$ cat config.mk
export PLATFORM = sky130hd
export DESIGN_NAME = fifo_rd_arbiter
export DESIGN_NICKNAME = d
export VERILOG_FILES = /design/src/rtl/fifo_rd_arb_pkg.sv /design/src/rtl/fifo_rd_arbiter_rr_pick.sv /design/src/rtl/fifo_rd_arbiter.sv
export SDC_FILE = /design/constraint.sdc
export NUM_CORES = 1
export LEC_CHECK = 0
export BUFFER_PORTS_ARGS = -buffer_cell sky130_fd_sc_hd__buf_2
export CAP_MARGIN = 15
export CORE_ASPECT_RATIO = 0.8
export CORE_MARGIN = 2
export CORE_UTILIZATION = 41
export DETAILED_ROUTE_END_ITERATION = 16
export GPL_TIMING_DRIVEN = 1
export MAX_ROUTING_LAYER = met4
export PLACE_DENSITY_LB_ADDON = 0.1
export SYNTH_ARGS = -nofsm -noshare
export SYNTH_HDL_FRONTEND = slang
export SYNTH_SLANG_ARGS = --single-unit
export TNS_END_PERCENT = 1
$ cat constraint.sdc
create_clock -name clk_i -period 3.9 [get_ports clk_i]
set_input_delay 0.78 -clock clk_i [delete_from_list [all_inputs] [get_ports clk_i]]
set_output_delay 0.78 -clock clk_i [all_outputs]
set_load 0.02 [all_outputs]
$ cat src/rtl/fifo_rd_arb_pkg.sv
// Shared definitions for the two-requester FIFO read arbiter.
package fifo_rd_arb_pkg;

    // Arbiter FSM encoding
    typedef enum logic {
        IDLE = 1'b0,
        XFER = 1'b1
    } state_t;

    // Number of requesters competing for the FIFO read port
    localparam int NUM_REQ = 2;

    // Default maximum number of words popped per grant
    localparam int BURST_MAX_DEFAULT = 4;

    // One-hot grant vector for a requester index
    function automatic logic [NUM_REQ-1:0] onehot_gnt(input logic idx);
        return idx ? 2'b10 : 2'b01;
    endfunction

endpackage

$ cat src/rtl/fifo_rd_arbiter_rr_pick.sv
// Combinational 2-way round-robin pick: the favoured requester wins when it
// requests, otherwise the other one does.
module rr_pick
    import fifo_rd_arb_pkg::*;
(
    input  logic [NUM_REQ-1:0] req_i,
    input  logic               ptr_i,
    output logic               vld_o,
    output logic               idx_o
);

    // Select the favoured requester first, fall back to the other
    always_comb begin
        vld_o = |req_i;
        idx_o = ptr_i;
        if (!req_i[ptr_i]) begin
            idx_o = ~ptr_i;
        end
    end

endmodule

$ cat src/rtl/fifo_rd_arbiter.sv
// Read-side arbiter: grants FIFO read ownership to one of two requesters,
// pops up to BURST_MAX words per grant into a single registered output slot.
module fifo_rd_arbiter
    import fifo_rd_arb_pkg::*;
#(
    parameter int DATA_WIDTH = 8,
    parameter int BURST_MAX  = BURST_MAX_DEFAULT
) (
    input  logic                  clk_i,
    input  logic                  rst_i,
    input  logic                  fifo_empty_i,
    input  logic [DATA_WIDTH-1:0] fifo_rdata_i,
    output logic                  fifo_rinc_o,
    input  logic [NUM_REQ-1:0]    req_i,
    output logic [NUM_REQ-1:0]    gnt_o,
    output logic [DATA_WIDTH-1:0] out_data_o,
    output logic                  out_valid_o,
    input  logic                  out_ready_i,
    output logic                  busy_o
);

    localparam logic [3:0] BURST_LIM = 4'(BURST_MAX);

    state_t                  state_q;
    logic [NUM_REQ-1:0]      gnt_q;
    logic                    gidx_q;
    logic [3:0]              cnt_q;
    logic [3:0]              cnt_d;
    logic                    ptr_q;
    logic [DATA_WIDTH-1:0]   out_data_q;
    logic                    out_valid_q;

    logic                    pick_vld;
    logic                    pick_idx;
    logic                    slot_free;
    logic                    req_own;
    logic                    pop;
    logic                    grant_end;

    rr_pick u_rr_pick (
        .req_i (req_i),
        .ptr_i (ptr_q),
        .vld_o (pick_vld),
        .idx_o (pick_idx)
    );

    // Pop qualification and grant-release decision for the current cycle
    always_comb begin
        slot_free = !out_valid_q || out_ready_i;
        req_own   = req_i[gidx_q];
        cnt_d     = cnt_q + 4'd1;
        pop       = (state_q == XFER) && slot_free && !fifo_empty_i &&
                    req_own && (cnt_q < BURST_LIM);
        // Release only once the slot is drained so a popped word is never lost
        grant_end = (state_q == XFER) &&
                    ((cnt_q == BURST_LIM) || fifo_empty_i || !req_own) &&
                    !pop && slot_free;
    end

    // Arbitration FSM: grant, burst count and round-robin pointer
    always_ff @(posedge clk_i or posedge rst_i) begin
        if (rst_i) begin
            state_q <= IDLE;
            gnt_q   <= '0;
            gidx_q  <= 1'b0;
            cnt_q   <= '0;
            ptr_q   <= 1'b0;
        end else begin
            case (state_q)
                IDLE: begin
                    if (!fifo_empty_i && pick_vld) begin
                        state_q <= XFER;
                        gnt_q   <= onehot_gnt(pick_idx);
                        gidx_q  <= pick_idx;
                    end
                end
                XFER: begin
                    if (pop) begin
                        cnt_q <= cnt_d;
                    end
                    if (grant_end) begin
                        state_q <= IDLE;
                        gnt_q   <= '0;
                        cnt_q   <= '0;
                        ptr_q   <= ~gidx_q;
                    end
                end
                default: state_q <= IDLE;
            endcase
        end
    end

    // Output slot: load on pop, drain on accept
    always_ff @(posedge clk_i or posedge rst_i) begin
        if (rst_i) begin
            out_data_q  <= '0;
            out_valid_q <= 1'b0;
        end else if (pop) begin
            out_data_q  <= fifo_rdata_i;
            out_valid_q <= 1'b1;
        end else if (out_valid_q && out_ready_i) begin
            out_valid_q <= 1'b0;
        end
    end

    assign fifo_rinc_o = pop;
    assign gnt_o       = gnt_q;
    assign out_data_o  = out_data_q;
    assign out_valid_o = out_valid_q;
    assign busy_o      = (state_q != IDLE);

endmodule
# Word level (Yosys, flattened, before mapping)
# Cells that the tools add are included.
[op_classes] addsub=1 n_lt_le_gt_ge=3 n_eq_ne=3 muxes=16 n_bitwise=3 n_reduce_logical=23
[ops] cell="logical AND 1 bit" n=9
[ops] cell="2-to-1 mux 1 bit" n=9
[ops] cell="2-to-1 mux 4 bit" n=2
[ops] cell="AND reduction 2 bit" n=4
[ops] cell="2-to-1 mux 2 bit" n=3
[ops] cell="adder 4 x 1 -> 4 bit, second input constant" n=1
[ops] cell="== test 4 x 3 -> 1 bit, second input constant" n=1
[ops] cell="logical NOT 1 bit" n=4
[ops] cell="less-than comparator 1 x 2 -> 1 bit, second input constant" n=2
[ops] cell="less-than comparator 4 x 3 -> 1 bit, second input constant" n=1
[ops] cell="one-hot mux 2 bit (2 select lines)" n=1
[ops] cell="nonzero test 2 bit" n=2
[ops] cell="logical OR 1 bit" n=3
[ops] cell="inverter 1 bit" n=3
[ops] cell="!= test 2 x 1 -> 1 bit, second input constant" n=1
[ops] cell="!= test 2 bit, second input constant" n=1
[ops] cell="one-hot mux 1 bit (2 select lines)" n=1
[ops] cell="OR reduction 2 bit" n=1
[word_totals] ff_bits=18 in_bits=14 out_inout_bits=13 wordCells=56

# Depth between registers and ports, before layout
# Gate-level depths: netlist (run 1).
[depth] ltp_word=11 depth_mapped=6 depth_no_buf=6

# By module
# Synthesis (run 1) repeated with hierarchy kept, for this count alone.
[hier_totals] hier_cells=70 area_unflattened_um2=844.6
[by_module_without_submodules] module="fifo_rd_arbiter" n_inst=1 cells_per_inst=67 area_per_inst_um2=824.5 seq_area_each_um2=450.4
[by_module_without_submodules] module="rr_pick" n_inst=1 cells_per_inst=3 area_per_inst_um2=20.0 seq_area_each_um2=0.0

# Least setup slack after synthesis (run 1)
# No wires, ideal clock.
[synth_path] kind="input-to-output" from="input req_i[1]" to="output fifo_rinc_o" arrival_ns=1.574 required_time_ns=3.120 slack_ns=1.546 path_stages=4 n_path_buf=1 path_cell_list="mux2i_1 -> or2_4 -> nor4_4 -> buf_6"
[synth_between] elab_chain_len=4
[synth_rtl] item="start: declaration" line_no="fifo_rd_arbiter.sv:14" source="input logic [NUM_REQ-1:0] req_i,"
[synth_rtl] item="2-to-1 mux 1 bit (not written as such) (2 in series)" line_no="fifo_rd_arbiter.sv:50" source="req_own = req_i[gidx_q];"
[synth_rtl] item="logical AND 1 bit" line_no="fifo_rd_arbiter.sv:52" source="pop = (state_q == XFER) && slot_free && !fifo_empty_i &&"
[synth_rtl] item="logical AND 1 bit" line_no="fifo_rd_arbiter.sv:53" source="req_own && (cnt_q < BURST_LIM);"
[synth_rtl] item="end: declaration" line_no="fifo_rd_arbiter.sv:13" source="output logic fifo_rinc_o,"
# No other way between the ends. The select of a mux whose other input is x is not followed.

# Worst setup path after layout (run 1)
# Same ends and word-level chain as after synthesis.

==> results of run 1 <==
[logic make-up (layout without fill, tap and decap cells)]
group,count (synthesis),in the layout,synth area share
AND/OR/NAND/NOR,14,14,0.106
buffers and inverters,6,36,0.0365
AO/OA/AOI/OAI,12,12,0.105
adder cells (fa/ha/maj),2,2,0.0304
multiplexers,11,11,0.175
flip-flops,18,18,0.547
[report_power, final]
group | switching [mW] | leakage (nW) | internal (mW)
Combinational | 0.186 | 0.276 | 0.159
Clock | 0.0570 | 0.0210 | 0.0569
Sequential | 0.0475 | 0.224 | 0.265
Total | 0.291 | 0.521 | 0.481
[cells in the final DEF (no fill, tap or decap), types with 2 or more instances in the layout]
cell / netlist / routed
a21oi_1: 2 / 2
a22o_2: 2 / 2
buf_2: 0 / 26
clkbuf_4: 0 / 3
dfrtp_1: 18 / 18
ha_1: 2 / 2
inv_1: 5 / 5
mux2_2: 3 / 3
mux2_4: 6 / 6
mux2i_1: 2 / 2
nand2_1: 2 / 2
nand2b_1: 3 / 3
nor2_1: 5 / 5
o21a_1: 3 / 3
o21ai_0: 2 / 2
[critical path, cell delays in order]
cell	delay (ns)
buf_2	0.10
mux2i_1	0.08
or2_4	0.26
nor4_4	0.21
buf_4	0.26
buf_2	0.20
[metrics by stage]
step | power [mW] | cells
finish | 0.772 | 117
global placement | 0.660 | 113
CTS | 0.783 | 117
floorplan | 0.565 | 63
detailed placement | 0.666 | 113
global route | 0.837 | 117
[state kept, by name, indices dropped and copies added (netlist names)]
name and count:
out_data_o 8, gidx_q 1, gnt_o 2, ptr_q 1
out_valid_o 1, busy_o 1, cnt_q 4
[cells in the mapped netlist]
| cell type | number | area (um^2) |
|---|---|---|
| a21o_1 | 1 | 7.51 |
| a21oi_1 | 2 | 10.0 |
| a22o_2 | 2 | 20.0 |
| buf_6 | 1 | 11.3 |
| dfrtp_1 | 18 | 450 |
| ha_1 | 2 | 25.0 |
| inv_1 | 5 | 18.8 |
| mux2_2 | 3 | 33.8 |
| mux2_4 | 6 | 90.1 |
| mux2i_1 | 2 | 20.0 |
| nand2_1 | 2 | 7.51 |
| nand2b_1 | 3 | 18.8 |
| nand3_1 | 1 | 5.00 |
| nand3b_1 | 1 | 7.51 |
| nor2_1 | 5 | 18.8 |
| nor4_4 | 1 | 21.3 |
| o21a_1 | 3 | 22.5 |
| o21ai_0 | 2 | 10.0 |
| o21bai_1 | 1 | 7.51 |
| o41ai_1 | 1 | 8.76 |
| or2_4 | 1 | 8.76 |
[layer usage]
metal / track usage / part of all wire
met3: 0.0709 / 0.056
met1: 0.212 / 0.50
met5: - / 0
met2: 0.202 / 0.43
met4: 0.0450 / 0.0065
[layout make-up]
type	count	area [um^2]	area share
clock buffer	4	36.3	0.0357
inverter	5	18.8	0.0185
multi-input combinational	39	343	0.337
sequential	18	450	0.443
tap	24	30.0	0.0296
timing repair buffer	27	138	0.135
[worst max path at each step]
stage / start / end / slack (ns) / cells past startpoint
after floorplan: req_i[1] / fifo_rinc_o / 1.55 / 4
after global placement: req_i[1] / fifo_rinc_o / 1.27 / 6
after detailed placement: req_i[1] / fifo_rinc_o / 1.23 / 6
after CTS: req_i[1] / fifo_rinc_o / 1.23 / 6
after global routing: req_i[1] / fifo_rinc_o / 1.17 / 6
final: req_i[1] / fifo_rinc_o / 1.24 / 6
==> results.md, run 1 <==
- Status: finished, final reports clean
- Worst hold path class: reg -> reg
- Routed wire per std cell: approximately 12 um
- # IOs: 27
- Pre-CTS WS: 1.23 ns
- DIE WIDTH: ~54 um
- Slew margin rel.: 0.553
- # H-tree levels: 1
- Synth warn: 0
- Hold EP: out_data_o[7]$_DFFE_PP0P_
- Die height: 44.1 um
- Final setup fails: 0
- Fillers: 172
- RePlAce Congestion: 0.751
- Starting DRT DRC Count: 0
- Vias in the first global route: 515
- Post-DP Area: 980 um^2
- Reg2reg end: out_data_o[5]$_DFFE_PP0P_
- Arrival time at the worst endpoint: ~1.9 ns
- Req. time, crit path: 3.12 ns
- Crit start category: input port
- FF-to-FF Start: gidx_q$_DFFE_PP0P_
- Vias per cell: 4.68
- CTS tree: built
- Clock-pin slew on the worst setup and hold paths: 0.10 ns
- Critical Path End Type: output pin
- Max-cap viol count: 0
- Cts repair resizes: 0
- Max VDD drop: around 0.00037 V
- ANT nets after route: 0
- Root buffer cell: clkbuf_4
- CTS Buffer Depth: 2
- Hold-fix buffers at CTS: 0
- Yosys cell types: 21
- Area Growth Syn to Fin: 23.4%
- Clk_skew: 0.00127 ns
- Fin Hold WS: roughly 0.51 ns
- Syn Inst Count: 63
- Post-route cell area: 1020 um^2
- DPL Wire Length: 1.04 mm
- Number of synthesized register bits: 18
- PD cells: 760 nW/um^2
- Hold Fails Final Rpt: 0
- Row cnt: 14
- Vias: 548
- Crit path kind: in -> out
- GRT Total Usage: 0.154
- Core area: about 1900 um^2
- Die area: 2380 um^2
- Slew @ Worst Pin: 0.670 ns
- Register area share after synthesis: 0.547
- Gr ovfl total: 0
- Initial cell density of the core: 0.435
- Max FO, Critical Path: 12
- Routed WL: 1.40 mm
- FMAX: 376 MHz
- Clock latency at the later pin of the worst-skew pair: 0.29 ns
- Hold path start: out_data_o[7]$_DFFE_PP0P_
- Layout Nets: 110
- Antenna violations before repair: 0
- Total negative setup slack: 0 ns
- Drt pass-1 iters: 1
- Largest net degree at the start of global routing: 19
- Final min period: 2.66 ns
- Fin. max-slew vios: 0
- DRC violations left: 0
- PortBufs: 26
- LEAKAGE: 0.521 nW
- Layout cells sized above 1: 0.473
- R2R setup slack: 2.16 ns
- Inserted Diodes: 0
- Fin util: 0.537
- Period utilization: 0.682
- Post-CTS setup buffers: 0
- RSZ-0062 raised after global routing: no
- WHS Path Cells: 1
- Wire length of the first global-routing pass: roughly 2.4 mm
- Final worst slack: 1.24 ns
- Mean post-synth cell area: 13.1 um^2
- Sink Count: 18
- Post-Syn Nets: a little under 80
- Worst R2R Path Depth: 5
- Inserted Clock Buffers: 3
- Syn Std Cell Area: 823 um^2
Power figures use the tool's default switching activity.
==> run 2, diff against run 1 <==
- clock period: 3.9 -> 2.25 ns (I/O delays scaled with it)
==> results.md, run 2 (synthesized netlist as in run 1, its figures left out) <==
- Status: finished, final reports clean (unchanged)
- Hold Fails Final Rpt: 0 (unchanged)
- FMAX: ~470 MHz
- Crit start category: register (was input port)
- Worst path cell trace: mux2i_1 > or2_4 > nor4_4 > buf_2 (was buf_2 > mux2i_1 > or2_4 > nor4_4 > buf_4 > buf_2)
- Met1 WL: 688 um (was 704 um)
- Max VDD drop: 0.000697 V (was 0.000375 V)
- Post-Layout Cell Count: 117 (unchanged)
- Fin. max-slew vios: 0 (unchanged)
- CTS Buffer Depth: 2 (unchanged)
- Slew margin rel.: 0.551 (was 0.553)
- ANT nets after route: 0 (unchanged)
- Arrival time at the worst endpoint: 1.67 ns (was 1.88 ns)
- Die height: 44.1 um (unchanged)
- Clk_skew: 0.00419 ns (was 0.00127 ns)
- Post-route cell area: 1020 um^2 (unchanged)
- Core area: 1890 um^2 (unchanged)
- DIE WIDTH: 54.1 um (unchanged)
- Delay-heaviest family, CP: simple AND/OR/NAND/NOR gates (was buffers and inverters)
- DP Cell Count: 113 (unchanged)
- Worst hold path class: in -> async (was reg -> reg)
- Commonest cells after routing, fill and taps aside: buf_2, dfrtp_1, mux2_4, inv_1, nor2_1 (unchanged)
- CP bufs+invs: 1 (was 3)
- Largest net degree at the start of global routing: 19 (unchanged)
- Routed WL: 1.45 mm (was 1.40 mm)
- PortBufs: 26 (unchanged)
- Most common cell after layout, fill and taps aside: buf_2 (unchanged)
- Post-DP Area: 980 um^2 (unchanged)
- Hold-fix buffers at CTS: 0 (unchanged)
- Routed wire per std cell: 12.4 um (was 11.9 um)
- R2R setup slack: 0.39 ns (was 2.16 ns)
- Die area: 2380 um^2 (unchanged)
- Gr ovfl total: 0 (unchanged)
- Crit path kind: reg -> out (was in -> out)
- Slowest cell on the critical path: dfrtp_1 (was or2_4)
- Inserted Clock Buffers: 3 (unchanged)
- Area Growth Syn to Fin: 23.4% (unchanged)
- Fillers: 174 (was 172)
- RSZ-0062 raised after global routing: no (unchanged)
- # H-tree levels: 1 (unchanged)
- Clock-pin slew on the worst setup and hold paths: 0.10 ns (about the same)
- Period utilization: 0.944
- Final setup fails: 0 (unchanged)
- Max-cap viol count: 0 (unchanged)
- Post-CTS setup buffers: 0 (unchanged)
- Initial cell density of the core: 0.435 (unchanged)
- Uppermost layer routed: met4 (unchanged)
- Layout Nets: 110 (unchanged)
- Antenna violations before repair: 0 (unchanged)
- Req. time, crit path: 1.80 ns (was 3.12 ns)
- Inserted Diodes: 0 (unchanged)
- Cts repair resizes: 0 (unchanged)
- # IOs: 27 (unchanged)
- Root buffer cell: clkbuf_4 (unchanged)
- PD cells: 1310 nW/um^2 (was 760 nW/um^2)
- Slew @ Worst Pin: 0.673 ns (was 0.670 ns)
- Met3 WL: 91 um (was 78 um)
- Final min period: 2.12 ns
- GRT Total Usage: 0.170 (was 0.154)
- RePlAce Congestion: 0.757 (was 0.751)
- Vias per cell: 4.88 (was 4.68)
- CTS tree: built (unchanged)
- Layout cells sized above 1: 0.473 (unchanged)
- DRC violations left: 0 (unchanged)
- LEAKAGE: 0.521 nW (unchanged)
- Vias in the first global route: 567 (was 515)
- Number of flip-flops in the largest register: 8 (unchanged)
- Sink Count: 18 (unchanged)
- Vias: 571 (was 548)
- Row cnt: 14 (unchanged)
- Critical Path End Type: output pin (unchanged)
- Total negative setup slack: 0 ns (unchanged)
- CP max stage delay: 0.42 ns (was 0.26 ns)
- Wire length of the first global-routing pass: 2.66 mm (was 2.42 mm)
- Drt pass-1 iters: 4 (was 1)
- Starting DRT DRC Count: 2 (was 0)
- Met2 wire length: 635 um (was 602 um)
- DPL Wire Length: 1.08 mm (was 1.04 mm)
- Max FO, Critical Path: 4 (was 12)
- Clock latency at the later pin of the worst-skew pair: 0.29 ns (about the same)
run 2: final timing paths:
check / from / end / cells after the start
max in group asynchronous: rst_i / cnt_q[1]$_DFFE_PP0P_ / 2
min in group clk_i: fifo_rdata_i[3] / out_data_o[3]$_DFFE_PP0P_ / 2
setup reg to reg: gidx_q$_DFFE_PP0P_ / out_data_o[6]$_DFFE_PP0P_ / 5
hold / removal: rst_i / out_valid_o$_DFFE_PP0P_ / 2
setup / recovery: gidx_q$_DFFE_PP0P_ / fifo_rinc_o / 4
hold reg to reg: gidx_q$_DFFE_PP0P_ / ptr_q$_DFFE_PP0P_ / 1
run 2: metal layers:
metal  track usage  vias up
met5             -        -
met1         0.221      272
li1              -      276
met4        0.0750        0
met2         0.232       18
met3        0.0709        5
run 2: final cells by class:
type / count / area, um^2 / share of cell area
Timing Repair Buffer: 27 / 138 / 0.135
Multi-Input combinational cell: 39 / 343 / 0.337
Clock buffer: 4 / 36.3 / 0.0357
Sequential cell: 18 / 450 / 0.443
Tap cell: 24 / 30.0 / 0.0296
Inverter: 5 / 18.8 / 0.0185
run 2: metrics by stage:
step / hold WS, ns / worst slack [ns] / utilization / power, mW
floorplan: 0.389 / 0.556 / - / 0.980
global placement: 0.489 / 0.319 / 0.518 / 1.15
detailed placement: 0.490 / 0.285 / 0.518 / 1.15
CTS: 0.258 / 0.107 / 0.537 / 1.36
global route: 0.270 / 0.00137 / 0.537 / 1.46
finish: 0.237 / 0.126 / 0.537 / 1.33
run 2: report_power, final:
group          switching (mW)  total (mW)  internal (mW)
combinational           0.323       0.599          0.276
sequential             0.0800       0.539          0.459
clock                  0.0976       0.196         0.0987
total                   0.501        1.33          0.834
run 2: worst register-to-register path, stage by stage (launching register included):
cell	delay, ns
dfrtp_1	0.42
mux2i_1	0.14
or2_4	0.26
nor4_4	0.33
buf_4	0.26
mux2_2	0.35
